==> src/rtl/ecp5pll_ctrl_pkg.sv <==
// Shared types and constants for the ECP5 PLL dynamic phase-shift sequencer.
package ecp5pll_ctrl_pkg;

    typedef enum logic [2:0] {
        IDLE,
        SETUP,
        PULSE,
        GAP,
        PLLRST,
        WAIT_LOCK
    } state_t;

    localparam int unsigned NUM_OUT = 4;

    localparam logic [1:0] OUT_CLKOP  = 2'd0;
    localparam logic [1:0] OUT_CLKOS  = 2'd1;
    localparam logic [1:0] OUT_CLKOS2 = 2'd2;
    localparam logic [1:0] OUT_CLKOS3 = 2'd3;

    localparam logic DIR_DELAY   = 1'b0;
    localparam logic DIR_ADVANCE = 1'b1;

endpackage

==> src/rtl/ecp5pll_lock_watchdog.sv <==
// LOCK synchronizer plus loss-of-lock timeout; fire_c is a one-cycle strobe.
module ecp5pll_lock_watchdog #(
    parameter int unsigned LOCK_TIMEOUT = 1000000
) (
    input  logic clk,
    input  logic reset,
    input  logic locked,
    output logic locked_s,
    output logic lock_lost,
    output logic fire_c
);

    localparam int unsigned TO_W = $clog2(LOCK_TIMEOUT + 1);

    logic            meta;
    logic [TO_W-1:0] cnt;

    // Fires on the LOCK_TIMEOUT-th consecutive cycle that sees locked_s low.
    assign fire_c = ~locked_s && (cnt == TO_W'(LOCK_TIMEOUT - 1));

    always_ff @(posedge clk) begin
        if (reset) begin
            meta      <= 1'b0;
            locked_s  <= 1'b0;
            cnt       <= '0;
            lock_lost <= 1'b0;
        end else begin
            meta     <= locked;
            locked_s <= meta;
            if (locked_s || fire_c) begin
                cnt <= '0;
            end else begin
                cnt <= cnt + TO_W'(1);
            end
            if (fire_c) begin
                lock_lost <= 1'b1;
            end
        end
    end

endmodule

==> src/rtl/ecp5pll_phase_ctrl.sv <==
// Request sequencer driving the ECP5 PLL dynamic phase port, with per-output
// phase accumulators and a lock watchdog that resets the PLL.
module ecp5pll_phase_ctrl
    import ecp5pll_ctrl_pkg::*;
#(
    parameter int unsigned STEP_SETUP   = 4,
    parameter int unsigned STEP_WIDTH   = 4,
    parameter int unsigned STEP_GAP     = 8,
    parameter int unsigned LOCK_TIMEOUT = 1000000,
    parameter int unsigned RST_WIDTH    = 16,
    parameter int unsigned PH_W         = 10
) (
    input  logic                    clk,
    input  logic                    reset,
    input  logic                    req_valid,
    output logic                    req_ready,
    input  logic [1:0]              req_sel,
    input  logic                    req_dir,
    input  logic [7:0]              req_steps,
    input  logic                    req_load,
    output logic                    done,
    output logic                    aborted,
    output logic                    busy,
    output logic [NUM_OUT*PH_W-1:0] phase_acc,
    input  logic                    locked,
    output logic                    locked_s,
    output logic                    lock_lost,
    output logic [1:0]              phasesel,
    output logic                    phasedir,
    output logic                    phasestep,
    output logic                    phaseloadreg,
    output logic                    pll_reset
);

    localparam int unsigned MAX_A   = (STEP_SETUP > STEP_WIDTH) ? STEP_SETUP : STEP_WIDTH;
    localparam int unsigned MAX_B   = (STEP_GAP > RST_WIDTH) ? STEP_GAP : RST_WIDTH;
    localparam int unsigned CNT_MAX = (MAX_A > MAX_B) ? MAX_A : MAX_B;
    localparam int unsigned CNT_W   = $clog2(CNT_MAX + 1);

    state_t                           state_q, state_d;
    logic [CNT_W-1:0]                 cnt_q, cnt_d;
    logic [7:0]                       rem_q, rem_d;
    logic                             load_q, load_d;
    logic [1:0]                       sel_q, sel_d;
    logic                             dir_q, dir_d;
    logic                             ready_q, ready_d;
    logic                             done_q, done_d;
    logic                             aborted_q, aborted_d;
    logic                             busy_q, busy_d;
    logic                             step_q, step_d;
    logic                             loadreg_q, loadreg_d;
    logic                             pllrst_q, pllrst_d;
    logic [NUM_OUT-1:0][PH_W-1:0]     acc_q, acc_d;
    logic                             fire_c;
    logic                             accept_c;

    ecp5pll_lock_watchdog #(
        .LOCK_TIMEOUT (LOCK_TIMEOUT)
    ) u_watchdog (
        .clk       (clk),
        .reset     (reset),
        .locked    (locked),
        .locked_s  (locked_s),
        .lock_lost (lock_lost),
        .fire_c    (fire_c)
    );

    assign accept_c = (state_q == IDLE) && req_valid && ready_q;

    always_ff @(posedge clk) begin
        if (reset) begin
            state_q   <= IDLE;
            cnt_q     <= '0;
            rem_q     <= '0;
            load_q    <= 1'b0;
            sel_q     <= '0;
            dir_q     <= 1'b0;
            ready_q   <= 1'b0;
            done_q    <= 1'b0;
            aborted_q <= 1'b0;
            busy_q    <= 1'b0;
            step_q    <= 1'b0;
            loadreg_q <= 1'b0;
            pllrst_q  <= 1'b0;
            acc_q     <= '0;
        end else begin
            state_q   <= state_d;
            cnt_q     <= cnt_d;
            rem_q     <= rem_d;
            load_q    <= load_d;
            sel_q     <= sel_d;
            dir_q     <= dir_d;
            ready_q   <= ready_d;
            done_q    <= done_d;
            aborted_q <= aborted_d;
            busy_q    <= busy_d;
            step_q    <= step_d;
            loadreg_q <= loadreg_d;
            pllrst_q  <= pllrst_d;
            acc_q     <= acc_d;
        end
    end

    always_comb begin
        state_d   = state_q;
        cnt_d     = cnt_q;
        rem_d     = rem_q;
        load_d    = load_q;
        sel_d     = sel_q;
        dir_d     = dir_q;
        done_d    = 1'b0;
        aborted_d = 1'b0;
        busy_d    = busy_q;
        step_d    = step_q;
        loadreg_d = loadreg_q;
        pllrst_d  = pllrst_q;
        acc_d     = acc_q;

        case (state_q)
            IDLE: begin
                if (accept_c) begin
                    sel_d   = req_sel;
                    dir_d   = req_dir;
                    load_d  = req_load;
                    rem_d   = req_load ? 8'd1 : req_steps;
                    busy_d  = 1'b1;
                    cnt_d   = '0;
                    state_d = SETUP;
                end
            end
            SETUP: begin
                // rem is 0 only for an empty non-load request: complete at once.
                if (rem_q == 8'd0) begin
                    done_d  = 1'b1;
                    busy_d  = 1'b0;
                    state_d = IDLE;
                end else if (cnt_q == CNT_W'(STEP_SETUP)) begin
                    cnt_d     = '0;
                    step_d    = ~load_q;
                    loadreg_d = load_q;
                    state_d   = PULSE;
                end else begin
                    cnt_d = cnt_q + CNT_W'(1);
                end
            end
            PULSE: begin
                if (cnt_q == CNT_W'(STEP_WIDTH - 1)) begin
                    step_d    = 1'b0;
                    loadreg_d = 1'b0;
                    rem_d     = rem_q - 8'd1;
                    cnt_d     = '0;
                    state_d   = GAP;
                    if (load_q) begin
                        acc_d[sel_q] = '0;
                    end else if (dir_q == DIR_ADVANCE) begin
                        acc_d[sel_q] = acc_q[sel_q] - PH_W'(1);
                    end else begin
                        acc_d[sel_q] = acc_q[sel_q] + PH_W'(1);
                    end
                end else begin
                    cnt_d = cnt_q + CNT_W'(1);
                end
            end
            GAP: begin
                if (cnt_q == CNT_W'(STEP_GAP - 1)) begin
                    cnt_d = '0;
                    if (rem_q != 8'd0) begin
                        step_d    = ~load_q;
                        loadreg_d = load_q;
                        state_d   = PULSE;
                    end else begin
                        done_d  = 1'b1;
                        busy_d  = 1'b0;
                        state_d = IDLE;
                    end
                end else begin
                    cnt_d = cnt_q + CNT_W'(1);
                end
            end
            PLLRST: begin
                // PLL restarts at its static phase, so the accumulators restart too.
                if (cnt_q == CNT_W'(RST_WIDTH - 1)) begin
                    cnt_d    = '0;
                    pllrst_d = 1'b0;
                    acc_d    = '0;
                    state_d  = WAIT_LOCK;
                end else begin
                    cnt_d = cnt_q + CNT_W'(1);
                end
            end
            WAIT_LOCK: begin
                if (locked_s) begin
                    state_d = IDLE;
                end
            end
            default: begin
                state_d = IDLE;
            end
        endcase

        // Watchdog overrides any completion on the same edge.
        if (fire_c) begin
            state_d   = PLLRST;
            cnt_d     = '0;
            rem_d     = '0;
            pllrst_d  = 1'b1;
            step_d    = 1'b0;
            loadreg_d = 1'b0;
            busy_d    = 1'b0;
            done_d    = busy_q;
            aborted_d = busy_q;
        end

        ready_d = (state_d == IDLE) && locked_s && ~pllrst_d;
    end

    assign req_ready    = ready_q;
    assign done         = done_q;
    assign aborted      = aborted_q;
    assign busy         = busy_q;
    assign phase_acc    = acc_q;
    assign phasesel     = sel_q;
    assign phasedir     = dir_q;
    assign phasestep    = step_q;
    assign phaseloadreg = loadreg_q;
    assign pll_reset    = pllrst_q;

endmodule
==> config.mk <==
export PLATFORM = sky130hd
export DESIGN_NAME = ecp5pll_phase_ctrl
export DESIGN_NICKNAME = d
export VERILOG_FILES = /design/src/rtl/ecp5pll_ctrl_pkg.sv /design/src/rtl/ecp5pll_lock_watchdog.sv /design/src/rtl/ecp5pll_phase_ctrl.sv
export SDC_FILE = /design/constraint.sdc
export NUM_CORES = 1
export LEC_CHECK = 0
export CORE_AREA = 2 2 113 115
export DETAILED_ROUTE_END_ITERATION = 16
export DIE_AREA = 0 0 115 117
export DONT_BUFFER_PORTS = 1
export SLEW_MARGIN = 0
export SYNTH_ARGS = -nofsm -noshare
export SYNTH_HDL_FRONTEND = slang
export SYNTH_SLANG_ARGS = --single-unit
export TNS_END_PERCENT = 30
==> constraint.sdc <==
create_clock -name clk -period 3.6 [get_ports clk]
set_input_delay 0.72 -clock clk [delete_from_list [all_inputs] [get_ports clk]]
set_output_delay 0.72 -clock clk [all_outputs]
set_load 0.02 [all_outputs]
==> results.json <==
{
  "worstRegToRegCells": 5,
  "grt_usage_pct": 19.44,
  "leading_area_contributor_after_synthesis": "sky130_fd_sc_hd__dfxtp_1",
  "ys_dominant_reg_cell": "sky130_fd_sc_hd__dfxtp_1",
  "postLayoutCoreUtil_pct": 42.61,
  "timing.critical_path.to_type": "register",
  "synth_top_area_share_pct": 37.55,
  "dr.first_iter.drc_count": 245,
  "worstSkewPairLatency_ns": 0.34,
  "synth-adder-area-share_pct": 2.347,
  "worst-endpoint-arrival_ns": 3.16,
  "hold_path.class": "in -> reg",
  "cp_top_family": "simple AND/OR/NAND/NOR gates",
  "synth-edff-count": 0,
  "post_synth_mux_area_share_pct": 5.267,
  "post_placement_cell_count": 692,
  "worst_setup_path_endpoint": "phase_acc[19]$_SDFFE_PP0P_",
  "critical_path_buf_inv_count": 0,
  "tightest_slew_ns": 1.221,
  "tritoncts": "built",
  "critical_path_launch_point_type": "register",
  "clock-skew-final_ns": 0.007821,
  "worst-setup-path-type": "reg -> reg",
  "layout.cells.non_filler": 708,
  "critical_path_cell_count": 5,
  "design.final.nets": 578,
  "cpMaxStageDelayCell": "sky130_fd_sc_hd__dfxtp_1",
  "drc": 0,
  "post_cts_buffers": 0,
  "power_leakage_nw": 1.773,
  "post_drt_via_cell_ratio": 5.965,
  "routability_congestion": 0.9236,
  "fp.dieArea_sq_um": 13460,
  "area_delta_synth_final_pct": 9.335,
  "path_cells": "mux4_2 -> or4_4 -> nor4_4 -> nor4_1 -> a311o_1",
  "wl_per_cell_microns": 18.35,
  "rr_startpoint": "phasesel[0]$_SDFFE_PP0P_",
  "timing.critical_path.required_ns": 3.83,
  "slew_viol_final": 0,
  "reg2reg_to": "phase_acc[19]$_SDFFE_PP0P_",
  "setup-violations-final": 0,
  "synth.area.top_cells": "sky130_fd_sc_hd__dfxtp_1 38%, sky130_fd_sc_hd__nor2_1 5.6%, sky130_fd_sc_hd__mux4_2 3.8%",
  "cp-startpoint": "phasesel[0]$_SDFFE_PP0P_",
  "cts-htree-levels": 3,
  "count_of_distinct_cell_types_in_the_synthesized_netlist": 59,
  "initial_utilization_pct": 38.97,
  "clk_path_buf_depth": 2,
  "final_ant_viol_nets": 0,
  "synth_fp_nets": 590,
  "final_layout_size_suffix_gt1_share_pct": 8.423,
  "vdd_ir_drop_max_uv": 230.5,
  "resize_count_post_cts": 0,
  "count_of_mapped_cells_out_of_synthesis": 565,
  "grt_antenna_before_repair": 0,
  "final_hold_viol_count": 0,
  "totalWireLength_mm": 12.99,
  "slew-limit-headroom_pct": 18.57,
  "final_cycle_utilization_of_the_critical_path_pct": 81.29,
  "overflow": 0,
  "timing.max_cap.violations": 0,
  "synth_top_family_by_area": "simple AND/OR/NAND/NOR gates",
  "synth-seq-cells": 90,
  "io_pins": 68,
  "finalWorstPathRequiredPeriod_ns": 2.926,
  "holdBufCountCts": 0,
  "place.port_buffers": 0,
  "syn-mean-instance-area_sq_um": 8.493,
  "fraction_of_the_mapped_netlist_area_in_compound_gates_pct": 17.34,
  "mappedNetlistArea_sq_um": 4798,
  "filler_cell_count": 1264,
  "number_of_global_route_vias_before_repair": 4034,
  "cts-buffers-inserted": 9,
  "place_hpwl_mm": 9.419,
  "synthMostInstantiatedCell": "sky130_fd_sc_hd__dfxtp_1",
  "antennaDiodeCount": 0,
  "clock.fmax_mhz": 341.7,
  "grt_pass1_wl_mm": 20.63,
  "drt_first_pass_iters": 5,
  "power_per_cell_area_nw_per_um2": 399.1,
  "die_height_microns": 117,
  "max_stage_delay_ns": 0.74,
  "core-area_sq_um": 12310,
  "rows": 41,
  "floorplan.die.width_microns": 115,
  "numClockSinks": 90,
  "num_vias": 4223,
  "cts_root_buf": "sky130_fd_sc_hd__clkbuf_16",
  "path_clk_slew_ns": 0.07,
  "synth_xor_xnor_area_share_pct": 4.016,
  "outcome": "complete, no violations",
  "crit_fanout": 13,
  "yosysSeqAreaShare_pct": 37.55,
  "rsz0062_at_grt": "false",
  "netlist_top_cells_count": "90 x sky130_fd_sc_hd__dfxtp_1, 71 x sky130_fd_sc_hd__nor2_1, 34 x sky130_fd_sc_hd__a21oi_1, 34 x sky130_fd_sc_hd__nand2_1",
  "yosys_warnings": 0,
  "grt_start_max_net_pins": 66,
  "final.setup.tns_ns": 0,
  "worst-r2r-setup-slack_ns": 0.67,
  "post_synthesis_simple_gate_area_fraction_pct": 28.89,
  "postSynth.asyncResetShare_pct": 0
}
report_power, final:
group          internal, mW  leakage (nW)  switching (mW)
Sequential             1.00         0.726         0.00995
Clock                 0.630         0.163           0.401
Combinational        0.0211         0.883          0.0302
how the worst min path moves through the flow:
stage	end	startpoint	cells past startpoint	slack, ns
5_1_grt	u_watchdog.lock_lost$_SDFFE_PP0P_	reset	1	0.43
3_5_place_dp	u_watchdog.locked_s$_SDFF_PP0_	u_watchdog.meta$_SDFF_PP0_	1	0.44
2_1_floorplan	u_watchdog.cnt[0]$_SDFF_PP0_	u_watchdog.cnt[0]$_SDFF_PP0_	1	0.41
4_1_cts	u_watchdog.lock_lost$_SDFFE_PP0P_	reset	1	0.44
3_3_place_gp	u_watchdog.cnt[0]$_SDFF_PP0_	u_watchdog.cnt[0]$_SDFF_PP0_	1	0.42
6_report	u_watchdog.lock_lost$_SDFFE_PP0P_	reset	1	0.44
kinds of logic (layout without fill, tap and decap cells):
group,count (synthesis),after routing
and+or+nand+nor,250,250
AOI/OAI and AO/OA,126,126
DFF,90,90
buffers and inverters,56,49
xor gates and xnor gates,22,22
muxes,12,12
adders and majority gates,9,9
metal layers:
metal	wire length, microns	track usage [%]
met1	5471	23.98
met2	6396	33.65
met3	932	5.664
met4	193	4.659
met5	0	0
stage by stage:
| step | hold slack [ns] | power, mW | setup WS, ns | instance area (sq um) |
|---|---|---|---|---|
| 6_report | 0.4424 | 2.094 | 0.6737 | 5246 |
| 5_1_grt | 0.4324 | 2.165 | 0.5208 | 5246 |
| 4_1_cts | 0.4356 | 2.114 | 0.6818 | 5246 |
| 3_5_place_dp | 0.4442 | 1.086 | 0.6854 | 4920 |
| 3_3_place_gp | 0.4244 | 1.085 | 0.7479 | 4920 |
| 2_1_floorplan | 0.4129 | 1.083 | 1.056 | 4798 |
state kept, by name (all words and copies together) (netlist names), 2 cells and up:
name            cells
phase_acc          40
state_q             3
u_watchdog.cnt     20
phasesel            2
cnt_q               5
rem_q               8
cell usage in the layout (no fill, tap or decap), types with 13 or more instances in the layout:
cell type and count:
sky130_fd_sc_hd__dfxtp_1 90, sky130_fd_sc_hd__nor2_1 71, sky130_fd_sc_hd__nand2_1 34, sky130_fd_sc_hd__a21oi_1 34, sky130_fd_sc_hd__o21ai_0 26, sky130_fd_sc_hd__inv_1 25, sky130_fd_sc_hd__nor3_1 22, sky130_fd_sc_hd__xnor2_1 18
sky130_fd_sc_hd__nand3b_1 15, sky130_fd_sc_hd__nand3_1 13, sky130_fd_sc_hd__a22oi_1 13
cell type report:
| class | count | area [sq um] | area share (%) |
|---|---|---|---|
| multi-input cells | 419 | 2776 | 52.92 |
| flip-flops and latches | 90 | 1802 | 34.34 |
| clock buffers | 10 | 239.0 | 4.555 |
| well taps | 150 | 187.7 | 3.577 |
| inverters | 25 | 93.84 | 1.789 |
| clock inverters | 6 | 87.58 | 1.669 |
| repair buffers | 8 | 60.06 | 1.145 |
worst reg2reg max path: stages, from the launching register on:
cell                      delay (ns)
sky130_fd_sc_hd__dfxtp_1        0.74
sky130_fd_sc_hd__mux4_2         0.69
sky130_fd_sc_hd__or4_4          0.58
sky130_fd_sc_hd__nor4_4         0.37
sky130_fd_sc_hd__nor4_1         0.11
sky130_fd_sc_hd__a311o_1        0.33
(Power assumes the default switching activity.)
